`src/rtl/vga_mode_ctrl.sv`:
```
// Mode-switch controller for the VGA timing generator.
// Holds a four-entry mode table. Mode changes are applied only at a frame
// boundary, and the generator is held in reset while its parameters change.
// RGB stays muted until the new mode has produced MUTE_FRAMES complete frames.
//
// state     | meaning
// ----------+-------------------------------------------------------------
// RUN       | active mode is stable; new requests are accepted
// WAIT_EOF  | request latched; RGB muted; waiting for end of current frame
// HOLD      | generator held in reset; new parameters load on last cycle
// MUTE      | generator running in the new mode; counting clean frames
module vga_mode_ctrl #(
    parameter int unsigned DEFAULT_MODE  = 0,
    parameter int unsigned SETTLE_CYCLES = 4,
    parameter int unsigned MUTE_FRAMES   = 1
) (
    input  logic        clk,
    input  logic        Reset,
    input  logic        cfg_valid,
    input  logic [1:0]  cfg_mode,
    output logic        cfg_ready,
    input  logic [10:0] hcount,
    input  logic [10:0] vcount,
    output logic        tg_rst,
    output logic [10:0] hd,
    output logic [10:0] hf,
    output logic [10:0] hr,
    output logic [10:0] hb,
    output logic [10:0] vd,
    output logic [10:0] vf,
    output logic [10:0] vr,
    output logic [10:0] vb,
    output logic [10:0] hmax,
    output logic [10:0] vmax,
    output logic        rgb_mute,
    output logic [1:0]  cur_mode,
    output logic        done
);

    typedef enum logic [1:0] {ST_RUN, ST_WAIT_EOF, ST_HOLD, ST_MUTE} state_t;

    typedef struct packed {
        logic [10:0] hd, hf, hr, hb, vd, vf, vr, vb;
    } mode_t;

    localparam logic [1:0] DEF_MODE   = 2'(DEFAULT_MODE);
    localparam logic [7:0] SETTLE_INI = 8'(SETTLE_CYCLES - 1);
    localparam logic [3:0] MUTE_INI   = 4'(MUTE_FRAMES - 1);

    function automatic mode_t mode_lookup(input logic [1:0] m);
        mode_t t;
        case (m)
            2'd1:    t = '{11'd640,  11'd16, 11'd96,  11'd48,  11'd480,  11'd10, 11'd2, 11'd33};
            2'd2:    t = '{11'd800,  11'd40, 11'd128, 11'd88,  11'd600,  11'd1,  11'd4, 11'd23};
            2'd3:    t = '{11'd1024, 11'd24, 11'd136, 11'd160, 11'd768,  11'd3,  11'd6, 11'd29};
            default: t = '{11'd1280, 11'd48, 11'd112, 11'd248, 11'd1024, 11'd1,  11'd3, 11'd38};
        endcase
        return t;
    endfunction

    state_t      r_state;
    state_t      w_state_nxt;
    mode_t       r_par;
    logic [10:0] r_hmax;
    logic [10:0] r_vmax;
    logic [1:0]  r_cur_mode;
    logic [1:0]  r_pend_mode;
    logic [7:0]  r_settle_cnt;
    logic [3:0]  r_mute_cnt;
    logic        r_done;

    mode_t       w_new;
    mode_t       w_def;
    logic        w_eof;
    logic        w_settle_tc;
    logic        w_mute_tc;
    logic        w_req_same;
    logic        w_req_new;

    assign w_new       = mode_lookup(r_pend_mode);
    assign w_def       = mode_lookup(DEF_MODE);
    assign w_eof       = (hcount == r_hmax) && (vcount == r_vmax);
    assign w_settle_tc = (r_settle_cnt == 8'd0);
    assign w_mute_tc   = (r_mute_cnt == 4'd0);
    assign w_req_same  = (r_state == ST_RUN) && cfg_valid && (cfg_mode == r_cur_mode);
    assign w_req_new   = (r_state == ST_RUN) && cfg_valid && (cfg_mode != r_cur_mode);

    // State register; reset re-enters HOLD so bring-up follows the switch path.
    always_ff @(posedge clk) begin
        if (Reset) r_state <= ST_HOLD;
        else       r_state <= w_state_nxt;
    end

    // Next-state logic.
    always_comb begin
        w_state_nxt = r_state;
        case (r_state)
            ST_RUN:      if (w_req_new)             w_state_nxt = ST_WAIT_EOF;
            ST_WAIT_EOF: if (w_eof)                 w_state_nxt = ST_HOLD;
            ST_HOLD:     if (w_settle_tc)           w_state_nxt = ST_MUTE;
            ST_MUTE:     if (w_eof && w_mute_tc)    w_state_nxt = ST_RUN;
            default:                                w_state_nxt = ST_HOLD;
        endcase
    end

    // State-decoded outputs.
    always_comb begin
        cfg_ready = (r_state == ST_RUN);
        tg_rst    = (r_state == ST_HOLD);
        rgb_mute  = (r_state != ST_RUN);
    end

    // Settle down-counter; reloads whenever not in HOLD.
    always_ff @(posedge clk) begin
        if (Reset)                                r_settle_cnt <= SETTLE_INI;
        else if (r_state != ST_HOLD)              r_settle_cnt <= SETTLE_INI;
        else if (!w_settle_tc)                    r_settle_cnt <= r_settle_cnt - 8'd1;
    end

    // Mute frame down-counter; decrements on each eof while in MUTE.
    always_ff @(posedge clk) begin
        if (Reset)                                r_mute_cnt <= MUTE_INI;
        else if (r_state != ST_MUTE)              r_mute_cnt <= MUTE_INI;
        else if (w_eof && !w_mute_tc)             r_mute_cnt <= r_mute_cnt - 4'd1;
    end

    // Pending mode capture on an accepted distinct-mode request.
    always_ff @(posedge clk) begin
        if (Reset)          r_pend_mode <= DEF_MODE;
        else if (w_req_new) r_pend_mode <= cfg_mode;
    end

    // Active parameter set; only the last HOLD cycle updates it.
    always_ff @(posedge clk) begin
        if (Reset) begin
            r_par      <= w_def;
            r_hmax     <= w_def.hd + w_def.hf + w_def.hr + w_def.hb - 11'd1;
            r_vmax     <= w_def.vd + w_def.vf + w_def.vr + w_def.vb - 11'd1;
            r_cur_mode <= DEF_MODE;
        end else if ((r_state == ST_HOLD) && w_settle_tc) begin
            r_par      <= w_new;
            r_hmax     <= w_new.hd + w_new.hf + w_new.hr + w_new.hb - 11'd1;
            r_vmax     <= w_new.vd + w_new.vf + w_new.vr + w_new.vb - 11'd1;
            r_cur_mode <= r_pend_mode;
        end
    end

    // Completion pulse for same-mode requests and finished switches.
    always_ff @(posedge clk) begin
        if (Reset) r_done <= 1'b0;
        else       r_done <= w_req_same || ((r_state == ST_MUTE) && w_eof && w_mute_tc);
    end

    assign hd       = r_par.hd;
    assign hf       = r_par.hf;
    assign hr       = r_par.hr;
    assign hb       = r_par.hb;
    assign vd       = r_par.vd;
    assign vf       = r_par.vf;
    assign vr       = r_par.vr;
    assign vb       = r_par.vb;
    assign hmax     = r_hmax;
    assign vmax     = r_vmax;
    assign cur_mode = r_cur_mode;
    assign done     = r_done;

endmodule

```
`config.mk`:
```
export PLATFORM = sky130hd
export DESIGN_NAME = vga_mode_ctrl
export DESIGN_NICKNAME = d
export VERILOG_FILES = /design/src/rtl/vga_mode_ctrl.sv
export SDC_FILE = /design/constraint.sdc
export NUM_CORES = 1
export LEC_CHECK = 0
export ABC_AREA = 1
export CAP_MARGIN = 20
export CELL_PAD_IN_SITES_DETAIL_PLACEMENT = 2
export CELL_PAD_IN_SITES_GLOBAL_PLACEMENT = 2
export CORE_UTILIZATION = 22
export CTS_CLUSTER_DIAMETER = 100
export DETAILED_ROUTE_END_ITERATION = 6
export PLACE_DENSITY = 0.93
export RECOVER_POWER = 50
export SLEW_MARGIN = 20
export SYNTH_ARGS = -nofsm -noshare
export SYNTH_HDL_FRONTEND = slang
export SYNTH_SLANG_ARGS = --single-unit
```
`constraint.sdc`:
```
create_clock -name clk -period 1.75 [get_ports clk]
set_input_delay 0.35 -clock clk [delete_from_list [all_inputs] [get_ports clk]]
set_output_delay 0.35 -clock clk [all_outputs]
set_load 0.005 [all_outputs]
```
==> metrics.md <==
| Metric | Value |
|---|---|
| Avg Inst Size Synth | 7.47 um2 |
| CP arrival | roughly 1.4 ns |
| Critical-path maximum fanout | 3 |
| Core area | between 10000 and 15000 um2 |
| PortBufs | 89 |
| Fin area | 4120 um2 |
| Worst path buffer plus inverter count | 1 |
| Flop pwr share | 30.9% |
| Setup crit start kind | flip-flop |
| Layout Nets | 529 |
| Placer Congestion | 0.816 |
| Met2 WL | around 5800 um |
| Power Total | 0.00402 W |
| Final period util | around 97% |
| Final Hold Slack | 0.470 ns |
| Sw Ratio | 38.2% |
| Internal power | roughly 0.0025 W |
| Clock tree buffer depth | 2 |
| Distinct cell type count after synthesis | 34 |
| Residual DRC count | 0 |
| Fin. Hold Viols | 0 |
| Synth warn | 0 |
| Initial Util | 22.6% |
| Max Cap Viol | 0 |
| H-tree depth | 2 |
| DR vias/cell | 4.07 |
| CTS tree | yes |
| Initial antenna violation count | 0 |
| Iter 0 DRT Violations | 42 |
| Final min period | 1.70 ns |
| Hold-fix buffers, CTS | 0 |
| Die Width | roughly 120 um |
| Vias | ~2700 |
| WL per Instance | 15.7 um |
| Wl on met1 | 3740 um |
| Logic pwr share | 46.5% |
| Critical-path cell list | clkdlybuf4s50_1 |
| Crit path kind | flip-flop to output port |
| Antenna Nets Post-Route | 0 |
| CTS Sinks | 39 |
| IO Pins | about 140 |
| Clock-pin transition on the worst setup and hold timing paths | 0.06 ns |
| Met3 Wirelength | 668 um |
| Die area | around 14000 um2 |
| Cell family with most CP delay | buffers and inverters |
| VDD IR max | 0.370 mV |
| Final slew viol count | 0 |
| Post-synthesis sequential area ratio | 26.1% |
| Vias in the first global route | 3039 |
| CP required | 1.40 ns |
| Overall Global Routing Usage | 14.4% |
| CTS Buf Count | 5 |
| Crit-path slowest cell | clkdlybuf4s50_1 |
| Final core utilization | 31.1% |
| Mapped Area | 2990 um2 |
| Worst Hold Class | flip-flop to flip-flop |
| FF-to-FF setup slack | 0.09 ns |
| Ratio of cells with drive above 1 in the final layout | between 10% and 20% |
| Status | completed |
| Final wirelength | 10400 um |
| Antenna Diode Count | 0 |
| First-pass GRT wire length | 15900 um |
| Highest clock rate | between 500 and 600 MHz |
| DR top layer | met4 |
| Largest net degree at the start of global routing | 19 |
| CP Capture Type | output port |
| Final setup viols | 0 |
| Power per cell area | 977 nW/um2 |
| Total global routing overflow | 0 |
| Gate Count Post-Synth | 400 |
| Pleak | ~1.9 nW |
| Die Y-Extent | 119 um |
| Clock power share | 22.6% |
| Seq cells post-synth | 39 |
| Rows | 42 |
| Critical path's largest stage delay | 0.58 ns |
| First-pass DRT Iterations | 4 |
| Clk_skew | 0.00574 ns |
| Area Growth Syn to Fin | 37.8% |
| P_sw | about 0.0015 W |
| Area after DPL | about 3800 um2 |
| Clock Latency Late Sink | between 0.2 and 0.3 ns |
| Clk root buf | clkbuf_16 |
| HPWL Detailed | ~7700 um |
-- metrics by stage --
step / setup TNS [ns] / setup slack, ns / cells
floorplan: 0 / 0.235 / 451
global placement: -1.01 / -0.189 / 643
detailed placement: -2.11 / -0.367 / 643
CTS: -0.00435 / -0.00435 / 658
global route: -0.0656 / -0.0368 / 661
finish: 0 / 0.0500 / 661
-- synth_stat cells --
| master | instances | area, um2 |
|---|---|---|
| a21oi_4 | 1 | 16.3 |
| nor2_2 | 1 | 6.26 |
| ha_1 | 18 | 225 |
| buf_2 | 4 | 20.0 |
| xor2_1 | 14 | 123 |
| nand2_2 | 2 | 12.5 |
| o21ai_1 | 1 | 5.00 |
| nand3_1 | 14 | 70.1 |
| a21oi_2 | 1 | 8.76 |
| a21oi_1 | 19 | 95.1 |
| o21ai_0 | 20 | 100 |
| o22ai_1 | 1 | 6.26 |
| inv_1 | 38 | 143 |
| nand3_2 | 2 | 20.0 |
| nand4_1 | 4 | 25.0 |
| o211ai_1 | 2 | 15.0 |
| clkbuf_1 | 1 | 3.75 |
| nor2_1 | 37 | 139 |
| nand2_1 | 58 | 218 |
| nor2_4 | 3 | 33.8 |
| nand3b_1 | 1 | 7.51 |
| nor3_1 | 2 | 10.0 |
| a211oi_1 | 1 | 7.51 |
| nand2_4 | 2 | 22.5 |
| inv_2 | 3 | 11.3 |
| nor3b_1 | 1 | 7.51 |
| or2_0 | 1 | 6.26 |
| buf_4 | 91 | 683 |
| a21o_1 | 2 | 15.0 |
| a31oi_1 | 1 | 6.26 |
| dfxtp_1 | 39 | 781 |
| nor2_8 | 2 | 40.0 |
| conb_1 | 2 | 7.51 |
| xnor2_1 | 11 | 96.3 |
-- kinds of logic after synthesis --
| group | count (synthesis) | synth area share (%) |
|---|---|---|
| xor+xnor | 25 | 7.33 |
| other cells | 2 | 0.251 |
| buf+inv | 137 | 28.8 |
| simple gates | 130 | 20.7 |
| compound gates | 49 | 9.22 |
| fa+ha+maj | 18 | 7.54 |
| flops | 39 | 26.1 |
-- final cells by class --
type                            count  area (um2)
Sequential cell                    39         806
Timing Repair Buffer              122        1150
Fill cell                        1535        9130
Tap cell                          176         220
Clock inverter                      3        20.0
Multi-Input combinational cell    275        1630
Inverter                           41         161
Clock buffer                        5         125
-- power by group through the flow --
stage	combinational [W]	sequential [W]	clock (W)
finish	0.00187	0.00124	0.000908
detailed placement	0.00172	0.00123	0
floorplan	0.00106	0.00118	0
global placement	0.00159	0.00121	0
global route	0.00205	0.00127	0.000960
CTS	0.00188	0.00124	0.000928
-- state kept, by name (all words and copies together) (netlist names) --
register      cells
hmax              8
r_settle_cnt      8
hd                5
r_mute_cnt        4
cur_mode          2
hf                2
r_pend_mode       2
r_state           2
vmax              2
done              1
hb                1
vb                1
vd                1
-- metal layers --
metal / track usage [%] / up-vias
met1: 13.8 / 1292
met3: 4.01 / 17
met4: 4.51 / 0
met5: 0 / -
li1: - / 1273
met2: 29.1 / 105
-- cells in the final DEF (no fill, tap or decap), types with 5 or more instances in the layout --
master / Yosys / layout
a21oi_1: 19 / 19
dfxtp_2: 0 / 5
dlygate4sd2_1: 0 / 13
o21ai_0: 20 / 17
buf_4: 91 / 32
inv_2: 3 / 6
xor2_1: 14 / 11
nand2_1: 58 / 52
nand2_2: 2 / 8
dlymetal6s2s_1: 0 / 7
nor2_2: 1 / 7
conb_1: 2 / 53
dfxtp_1: 39 / 29
nand3_1: 14 / 13
xnor2_1: 11 / 9
clkdlybuf4s50_1: 0 / 50
inv_1: 38 / 32
dfxtp_4: 0 / 5
ha_1: 18 / 16
nor2_1: 37 / 30
dlygate4sd3_1: 0 / 19
clkbuf_16: 0 / 5
-- what timing repair did --
| action | in CTS | in global routing |
|---|---|---|
| pin swaps | 22 | 14 |
| buffers inserted | 7 | 3 |
| endpoints found under the setup margin | 28 | 15 |
| resized for setup | 39 | 35 |
-- final timing paths --
| kind | from | endpoint | cells after the start |
|---|---|---|---|
| worst max-delay path | hmax[4] | hmax[4] | 1 |
| worst min register to register | hb[4] | hb[4] | 1 |
| worst min-delay path | hb[4] | hb[4] | 1 |
| worst max register to register | hmax[10] | r_state[0] | 10 |
Note: power is estimated with default switching activity, not from simulation.
